[src/rtl/dport_pkg.sv]
// rtl/dport_pkg.sv - shared FSM state, funct3 codes and access-size helper for the data port
package dport_pkg;

  typedef enum logic [1:0] {IDLE, REQ, RDWAIT, DONE} state_e;
  typedef enum logic [1:0] {SZ_B, SZ_H, SZ_W} size_e;

  localparam logic [2:0] F3_B  = 3'b000;
  localparam logic [2:0] F3_H  = 3'b001;
  localparam logic [2:0] F3_W  = 3'b010;
  localparam logic [2:0] F3_BU = 3'b100;
  localparam logic [2:0] F3_HU = 3'b101;

  localparam logic [31:0] ERR_FILL = 32'hFFFF_FFFF;

  // Stores only define SB/SH/SW; every code outside the legal set acts as a word.
  function automatic size_e access_size(input logic is_load, input logic [2:0] f3);
    size_e sz;
    sz = SZ_W;
    if (is_load) begin
      if (f3 == F3_B || f3 == F3_BU) sz = SZ_B;
      else if (f3 == F3_H || f3 == F3_HU) sz = SZ_H;
    end else begin
      if (f3 == F3_B) sz = SZ_B;
      else if (f3 == F3_H) sz = SZ_H;
    end
    return sz;
  endfunction

endpackage

[src/rtl/load_align.sv]
// rtl/load_align.sv - load lane select with sign/zero extension, and store byteenable/writedata lane generator
module load_align
  import dport_pkg::*;
(
  input  logic [2:0]  ld_funct3_i,
  input  logic [1:0]  ld_off_i,
  input  logic [31:0] ld_raw_i,
  output logic [31:0] ld_data_o,
  input  logic        req_load_i,
  input  logic [2:0]  req_funct3_i,
  input  logic [1:0]  req_off_i,
  input  logic [31:0] req_wdata_i,
  output logic [3:0]  req_be_o,
  output logic [31:0] req_wdata_o
);

  logic [7:0]  ld_byte;
  logic [15:0] ld_half;
  logic        ld_signed;

  always_comb begin
    ld_byte   = ld_raw_i[{ld_off_i, 3'b000} +: 8];
    ld_half   = ld_raw_i[{ld_off_i[1], 4'b0000} +: 16];
    ld_signed = ~ld_funct3_i[2];
    case (access_size(1'b1, ld_funct3_i))
      SZ_B:    ld_data_o = {{24{ld_signed & ld_byte[7]}}, ld_byte};
      SZ_H:    ld_data_o = {{16{ld_signed & ld_half[15]}}, ld_half};
      default: ld_data_o = ld_raw_i;
    endcase
  end

  // Shift amounts ignore the sub-size offset bits, which aligns misaligned accesses.
  always_comb begin
    case (access_size(req_load_i, req_funct3_i))
      SZ_B: begin
        req_be_o    = 4'b0001 << req_off_i;
        req_wdata_o = {4{req_wdata_i[7:0]}};
      end
      SZ_H: begin
        req_be_o    = 4'b0011 << {req_off_i[1], 1'b0};
        req_wdata_o = {2{req_wdata_i[15:0]}};
      end
      default: begin
        req_be_o    = 4'b1111;
        req_wdata_o = req_wdata_i;
      end
    endcase
  end

endmodule

[src/rtl/avalon_data_port.sv]
// rtl/avalon_data_port.sv - Avalon-MM data-memory master with pipeline stall gating; MISALIGN_TRAP_EN traps misaligned H/W accesses
module avalon_data_port
  import dport_pkg::*;
#(
  parameter int ADDR_W   = 32,
  parameter int N_STAGES = 4,
  parameter int TIMEOUT  = 0
) (
  input  logic                CLK,
  input  logic                RST_N,
  input  logic                mem_rd,
  input  logic                mem_wr,
  input  logic [2:0]          funct3,
  input  logic [ADDR_W-1:0]   addr,
  input  logic [31:0]         wdata,
  input  logic [N_STAGES-1:0] enable_in,
  input  logic                enable_pc_in,
  output logic [N_STAGES-1:0] enable_out,
  output logic                enable_pc_out,
  output logic [31:0]         rdata,
  output logic                busy,
  output logic                err,
  output logic [ADDR_W-1:0]   avm_address,
  output logic                avm_read,
  output logic                avm_write,
  output logic [3:0]          avm_byteenable,
  output logic [31:0]         avm_writedata,
  input  logic [31:0]         avm_readdata,
  input  logic                avm_waitrequest,
  input  logic                avm_readdatavalid
);

  localparam int CNT_W = (TIMEOUT > 1) ? $clog2(TIMEOUT) : 1;
  localparam logic [CNT_W-1:0] CNT_LAST = CNT_W'((TIMEOUT > 0) ? TIMEOUT - 1 : 0);

  state_e            state_q;
  logic              rd_q;
  logic [2:0]        f3_q;
  logic [1:0]        off_q;
  logic [CNT_W-1:0]  cnt_q;
  logic [ADDR_W-1:0] avm_address_q;
  logic              avm_read_q;
  logic              avm_write_q;
  logic [3:0]        avm_byteenable_q;
  logic [31:0]       avm_writedata_q;
  logic [31:0]       rdata_q;
  logic              err_q;

  logic        req;
  logic        is_load;
  logic        trap;
  logic        wdog_hit;
  logic        pass;
  logic [31:0] ld_data;
  logic [3:0]  be_d;
  logic [31:0] wd_d;

  assign req     = mem_rd | mem_wr;
  assign is_load = mem_rd;

`ifdef MISALIGN_TRAP_EN
  size_e req_size;
  assign req_size = access_size(is_load, funct3);
  assign trap = ((req_size == SZ_H) && addr[0]) ||
                ((req_size == SZ_W) && (addr[1:0] != 2'b00));
`else
  assign trap = 1'b0;
`endif

  assign wdog_hit = (TIMEOUT > 0) && (cnt_q == CNT_LAST);

  load_align u_load_align (
    .ld_funct3_i  (f3_q),
    .ld_off_i     (off_q),
    .ld_raw_i     (avm_readdata),
    .ld_data_o    (ld_data),
    .req_load_i   (is_load),
    .req_funct3_i (funct3),
    .req_off_i    (addr[1:0]),
    .req_wdata_i  (wdata),
    .req_be_o     (be_d),
    .req_wdata_o  (wd_d)
  );

  always_ff @(posedge CLK or negedge RST_N) begin
    if (!RST_N) begin
      state_q          <= IDLE;
      rd_q             <= 1'b0;
      f3_q             <= 3'b000;
      off_q            <= 2'b00;
      cnt_q            <= '0;
      avm_address_q    <= '0;
      avm_read_q       <= 1'b0;
      avm_write_q      <= 1'b0;
      avm_byteenable_q <= 4'b0000;
      avm_writedata_q  <= 32'd0;
      rdata_q          <= 32'd0;
      err_q            <= 1'b0;
    end else begin
      err_q <= 1'b0;
      case (state_q)
        IDLE: begin
          if (req) begin
            rd_q <= is_load;
            if (trap) begin
              state_q <= DONE;
              err_q   <= 1'b1;
              if (is_load) rdata_q <= 32'd0;
            end else begin
              state_q          <= REQ;
              avm_read_q       <= is_load;
              avm_write_q      <= ~is_load;
              avm_address_q    <= {addr[ADDR_W-1:2], 2'b00};
              avm_byteenable_q <= be_d;
              avm_writedata_q  <= wd_d;
              f3_q             <= funct3;
              off_q            <= addr[1:0];
              cnt_q            <= '0;
            end
          end
        end
        REQ: begin
          if (!avm_waitrequest) begin
            avm_read_q  <= 1'b0;
            avm_write_q <= 1'b0;
            cnt_q       <= '0;
            state_q     <= rd_q ? RDWAIT : DONE;
          end else if (wdog_hit) begin
            avm_read_q  <= 1'b0;
            avm_write_q <= 1'b0;
            err_q       <= 1'b1;
            if (rd_q) rdata_q <= ERR_FILL;
            state_q     <= DONE;
          end else begin
            cnt_q <= cnt_q + CNT_W'(1);
          end
        end
        RDWAIT: begin
          if (avm_readdatavalid) begin
            rdata_q <= ld_data;
            state_q <= DONE;
          end else if (wdog_hit) begin
            rdata_q <= ERR_FILL;
            err_q   <= 1'b1;
            state_q <= DONE;
          end else begin
            cnt_q <= cnt_q + CNT_W'(1);
          end
        end
        DONE:    state_q <= IDLE;
        default: state_q <= IDLE;
      endcase
    end
  end

  // The stage that owns the access may only advance once the access has finished.
  assign pass          = (state_q == DONE) || ((state_q == IDLE) && !req);
  assign enable_out    = pass ? enable_in : '0;
  assign enable_pc_out = pass & enable_pc_in;

  assign busy           = (state_q != IDLE);
  assign err            = err_q;
  assign rdata          = rdata_q;
  assign avm_address    = avm_address_q;
  assign avm_read       = avm_read_q;
  assign avm_write      = avm_write_q;
  assign avm_byteenable = avm_byteenable_q;
  assign avm_writedata  = avm_writedata_q;

endmodule

[config.mk]
export PLATFORM = sky130hd
export DESIGN_NAME = avalon_data_port
export DESIGN_NICKNAME = d
export VERILOG_FILES = /design/src/rtl/dport_pkg.sv /design/src/rtl/load_align.sv /design/src/rtl/avalon_data_port.sv
export SDC_FILE = /design/constraint.sdc
export NUM_CORES = 1
export LEC_CHECK = 0
export ABC_AREA = 0
export BUFFER_PORTS_ARGS = -buffer_cell sky130_fd_sc_hd__buf_2
export CELL_PAD_IN_SITES_DETAIL_PLACEMENT = 2
export CELL_PAD_IN_SITES_GLOBAL_PLACEMENT = 2
export CORE_MARGIN = 2
export CORE_UTILIZATION = 30
export CTS_CLUSTER_SIZE = 10
export DETAILED_ROUTE_END_ITERATION = 6
export MAX_ROUTING_LAYER = met4
export PLACE_DENSITY_LB_ADDON = 0.05
export RECOVER_POWER = 25
export SLEW_MARGIN = 20
export SYNTH_ARGS = -nofsm -noshare
export SYNTH_HDL_FRONTEND = slang
export SYNTH_SLANG_ARGS = --single-unit
export TNS_END_PERCENT = 10
[constraint.sdc]
create_clock -name CLK -period 4.53 [get_ports CLK]
set_input_delay 0.2265 -clock CLK [delete_from_list [all_inputs] [get_ports CLK]]
set_output_delay 0.2265 -clock CLK [all_outputs]
set_load 0.01 [all_outputs]
# Word level (Yosys, flattened, before mapping)
# Index checks and enable logic that the tools add are counted.
[classes] reduce_logical=18 bitwise=6 n_shift=4 n_mux=21 n_eq_ne=14
[ops] operator="32-bit case mux with 2 select lines" count=2
[ops] operator="32-bit by 6-bit variable part select with 16-bit output" count=1
[ops] operator="32-bit by 6-bit variable part select with 8-bit output" count=1
[ops] operator="2-bit two-way mux" count=10
[ops] operator="3-bit == test, second input constant" count=4
[ops] operator="2-bit case mux with 4 select lines" count=1
[ops] operator="4-bit case mux with 2 select lines" count=1
[ops] operator="2-bit by 1-bit == test with 1-bit output, second input constant" count=3
[ops] operator="3-bit by 1-bit == test with 1-bit output, second input constant" count=2
[ops] operator="2-bit logical NOT" count=3
[ops] operator="3-bit logical NOT" count=2
[ops] operator="2-bit inequality test, second input constant" count=3
[ops] operator="3-bit AND reduction" count=2
[ops] operator="1-bit logical OR" count=5
[ops] operator="2-bit == test, second input constant" count=2
[ops] operator="1-bit two-way mux" count=4
[ops] operator="4-bit two-way mux" count=1
[ops] operator="1-bit case mux with 2 select lines" count=2
[ops] operator="2-bit AND reduction" count=2
[ops] operator="2-bit nonzero test" count=2
[ops] operator="1-bit by 2-bit << shifter with 4-bit output, first input constant" count=1
[ops] operator="2-bit by 2-bit << shifter with 4-bit output, first input constant" count=1
[ops] operator="1-bit bitwise AND" count=3
[ops] operator="1-bit NOT" count=2
[ops] operator="other kinds (3)" count=3
[totals] in_bits=110 regBits=108 wordCells=73

# Depth between registers and ports, before layout
[logic_depth] word_depth=7 depth_mapped=8 depth_no_buf=6

# Hierarchy
# A second synthesis with hierarchy kept.
[unflattened] cells_unflattened=457 hier_area_um2=5531.6
[modules_own_cells] module="avalon_data_port" cells_per_inst=261 seq_area_each_um2=2702.6 n_inst=1 area_per_inst_um2=4270.3
[modules_own_cells] module="load_align" cells_per_inst=196 seq_area_each_um2=0.0 n_inst=1 area_per_inst_um2=1261.2

# Worst setup path before layout
# No wires, ideal clock.
[synth_path] kind="register to register" from="register state_q[0]" to="register avm_address_q[21] (netlist: avm_address[21])" t_arrival_ns=1.607 path_slack_ns=2.858 path_stages_with_launch=9 n_path_buf=2 required_ns=4.465 path_cell_list="dfrtp_1 inv_1 ha_1 buf_2 inv_1 nor2_1 clkbuf_1 nand2_1 nand2_1"
[synth_between] elab_chain_len=2
[synth_lines] item="from (decl)" line_no="avalon_data_port.sv:36" rtl="state_e state_q;"
[synth_lines] item="from (signal assigned)" line_no="avalon_data_port.sv:127" rtl="state_q <= rd_q ? RDWAIT : DONE;"
[synth_lines] item="2-bit logical NOT" line_no="avalon_data_port.sv:101" rtl="case (state_q)"
[synth_lines] item="2-bit AND reduction (no line)"
[synth_lines] item="to (signal assigned)" line_no="avalon_data_port.sv:113" rtl="avm_address_q <= {addr[ADDR_W-1:2], 2'b00};"
[synth_lines] item="to (decl)" line_no="avalon_data_port.sv:41" rtl="logic [ADDR_W-1:0] avm_address_q;"
# Every way passes these cells.
# A chain may end at the register's enable or synchronous reset.

# Final worst setup path
[layout_path] from="register state_q[0]" to="output enable_out[3]"
[layout_between] elab_chain_len=4 elab_cells_between_ends=5 cone_classes="eq/ne: 1; mux: 1; reduce/logical: 3"
[layout_lines] item="2-bit logical NOT" line_no="avalon_data_port.sv:157" rtl="assign pass = (state_q == DONE) || ((state_q == IDLE) && !req);"
[layout_lines] item="1-bit logical AND" line_no="avalon_data_port.sv:157"
[layout_lines] item="1-bit logical OR *" line_no="avalon_data_port.sv:157"
[layout_lines] item="4-bit two-way mux *" line_no="avalon_data_port.sv:158" rtl="assign enable_out = pass ? enable_in : '0;"
[layout_lines] item="to (decl)" line_no="avalon_data_port.sv:18" rtl="output logic [N_STAGES-1:0] enable_out,"
# Mark *: on every way between the ends. The rest lies on a longest branch, timed or not.

==> results.json <==
{
  "synth_top_area_share_pct": 52.2,
  "clock_path_buffers": 2,
  "grt.total_usage_pct": 20.0,
  "hold_viol_final": 0,
  "power.density_nw_per_um2": 677,
  "timing.rr.start": "state_q[0]$_DFFE_PN0P_",
  "num_rows": 48,
  "synth_edf_count": 0,
  "cap_viol_max_count": 1,
  "cp-end-kind": "primary output",
  "synth-async-reset-ratio_pct": 100,
  "seqCellArea_um2": 2700,
  "cp_max_fo": 9,
  "crit_slowest_cell": "dfrtp_1",
  "cts_tree": "yes",
  "crit_start": "state_q[0]$_DFFE_PN0P_",
  "synthesis.instances": 551,
  "clk_pin_slew_worst_paths_ps": 80,
  "failed_checks": "max-capacitance violations, max-slew violations",
  "clock_sinks": 108,
  "synth.area.top_cells": "dfrtp_1, nand2_1, mux2i_1, nand3_1, o21ai_0",
  "final_common_cell": "buf_2",
  "drt_iter0_drc": 203,
  "yosys_warnings": 0,
  "num-nets-final": 862,
  "outcome": "finished, violations left",
  "drc_errors": 0,
  "cts-htree-levels": 3,
  "cp_num_buf_inv": 2,
  "grt_setup_unrepaired": "false",
  "reg2reg_slack_ps": 2290,
  "drive_gt1_share_pct": 34.1,
  "required_ps": 4300,
  "crit_family": "simple AND/OR/NAND/NOR gates",
  "globalRoute.totalOverflow": 0,
  "die_w_um": 135,
  "routedWlPerCell_um": 18.0,
  "syn-mean-instance-area_um2": 9.39,
  "cts-resized-gates": 0,
  "start_util_pct": 30.3,
  "multi_input_area_um2": 2280,
  "post_cts_buffers": 0,
  "antenna_found_initial": 2,
  "ys.flop_type": "dfrtp_1",
  "slowest_delay_ps": 420,
  "postRouteAntennaNets": 0,
  "arrival_ps": 2100,
  "crit_chain": "inv_1 -> ha_1 -> nor3b_1 -> nor2_1 -> nor2b_1 -> buf_2",
  "dpl.hpwl_mm": 13.1,
  "fin_util_pct": 39.3,
  "setup_viol_count_final": 0,
  "ys_ff_latch": 108,
  "startpoint_type": "flip-flop",
  "yosys.area.top_type": "dfrtp_1",
  "cts-root-buf": "clkbuf_16",
  "clock_latency_ps": 350,
  "p_leak_nw": 3.46,
  "setup_slack_ps": 2200,
  "hold_path_startpoint": "addr[31]",
  "area_growth_pct": 29.4,
  "final_cell_mix": "buf_2, nand2_1, dfrtp_1",
  "ios": 219,
  "die_area_um2": 18300,
  "seq_area_frac_synth_pct": 52.2,
  "place_congestion": 0.763,
  "hp-class": "in2reg",
  "core-area_um2": 17100,
  "portBuffers": 215,
  "clock_skew_ps": 6.19,
  "vias": 4802,
  "post-route-min-period_ps": 2330,
  "drv_slew": 71,
  "grt_pass1_wl_mm": 27.8,
  "dpl_cell_area_um2": 6420,
  "tns_ps": 0,
  "grt_max_degree": 71,
  "place_ws_ps": 2240,
  "crit_type": "reg2out",
  "fin_crit_sh_pct": 51.5,
  "cts_buffers": 9,
  "max_freq_ghz": 0.429,
  "n_fill_cell": 1967,
  "slew_headroom_pct": -22.0,
  "firstDrtPassIters": 4,
  "hold_depth": 3,
  "fin_area_um2": 6700,
  "ir_worst_vdd_mv": 0.241,
  "synth_cell_types": 42,
  "wl_mm": 17.7,
  "whs_endpoint": "avm_address[31]$_DFFE_PN0P_",
  "vias_per_cell": 4.90,
  "syn_area_um2": 5170,
  "die_h_um": 135,
  "r2r_end": "avm_address[12]$_DFFE_PN0P_",
  "grt_pass1_vias": 5240,
  "worst_slew_pin_slew_ps": 1830,
  "reg2regPathDepth": 7,
  "hold_buffers": 0
}
synth_stat cells, types with 4 or more instances:
cell      instances
o221a_2           4
nand3_1          32
dfrtp_1         108
nor2b_1          12
inv_1             7
nor2_1           24
nand2_1         176
clkbuf_1         17
a31oi_1           8
a211oi_1          4
mux2_2            9
a21oi_1          10
o21ai_0          27
a221oi_1          4
buf_2            14
ha_1              4
o21ai_2           9
nand2b_1          5
a21o_1            5
buf_4             5
nor3b_1           4
mux2i_1          33
where the power goes:
part           leakage (nW)  switching, W  internal [W]
clock network         0.140      0.000382      0.000392
logic                  2.01       0.00123      0.000795
registers              1.32      0.000306       0.00143
area by class of cell:
| type | instances | area share [%] |
|---|---|---|
| sequential | 108 | 40.4 |
| inverter | 8 | 0.449 |
| antenna | 3 | 0.112 |
| clock inverter | 5 | 0.542 |
| tap | 225 | 4.20 |
| multi-input combinational | 399 | 34.0 |
| clock buffer | 11 | 3.63 |
| timing repair buffer | 222 | 16.7 |
worst max-delay path by stage:
stage	to	slack, ps	cells after the start
3_5_place_dp	avm_address[27]$_DFFE_PN0P_	2240	7
5_1_grt	enable_out[3]	1990	6
4_1_cts	enable_out[3]	2170	6
6_report	enable_out[3]	2200	6
3_3_place_gp	avm_writedata[27]$_DFFE_PN0P_	2350	5
2_1_floorplan	avm_address[21]$_DFFE_PN0P_	2860	8
tightest hold or removal path, cell delays in order:
cell	delay (ps)
buf_2	70
nand2_1	40
nand2_1	50
cells by family after synthesis:
| family | Yosys count | synth area share [%] |
|---|---|---|
| multiplexers | 45 | 9.65 |
| AND/OR/NAND/NOR | 262 | 21.6 |
| buffers and inverters | 46 | 4.18 |
| other | 1 | 0.0725 |
| AO/OA/AOI/OAI | 85 | 11.3 |
| adder cells (fa/ha/maj) | 4 | 0.968 |
| flip-flops | 108 | 52.2 |
layer usage:
| layer | global-route usage, % | routed length (µm) |
|---|---|---|
| met5 | - | 0 |
| met4 | 6.02 | 189 |
| met3 | 4.34 | 1080 |
| met2 | 34.5 | 9050 |
| met1 | 23.6 | 7380 |
per-stage QoR:
| stage | hold slack, ps | total power, W | instances |
|---|---|---|---|
| 2_1_floorplan | -69.1 | 0.00294 | 553 |
| 3_3_place_gp | 416 | 0.00371 | 962 |
| 3_5_place_dp | 427 | 0.00384 | 962 |
| 4_1_cts | 40.1 | 0.00464 | 978 |
| 5_1_grt | 55.3 | 0.00491 | 980 |
| 6_report | 58.0 | 0.00453 | 981 |
flip-flops by register name, indices dropped and copies added (netlist names):
signal / cells
avm_read: 1
avm_address: 30
avm_byteenable: 4
off_q: 2
avm_writedata: 32
avm_write: 1
rdata: 32
state_q: 2
rd_q: 1
f3_q: 3
Note: power is estimated with default switching activity, not from simulation.
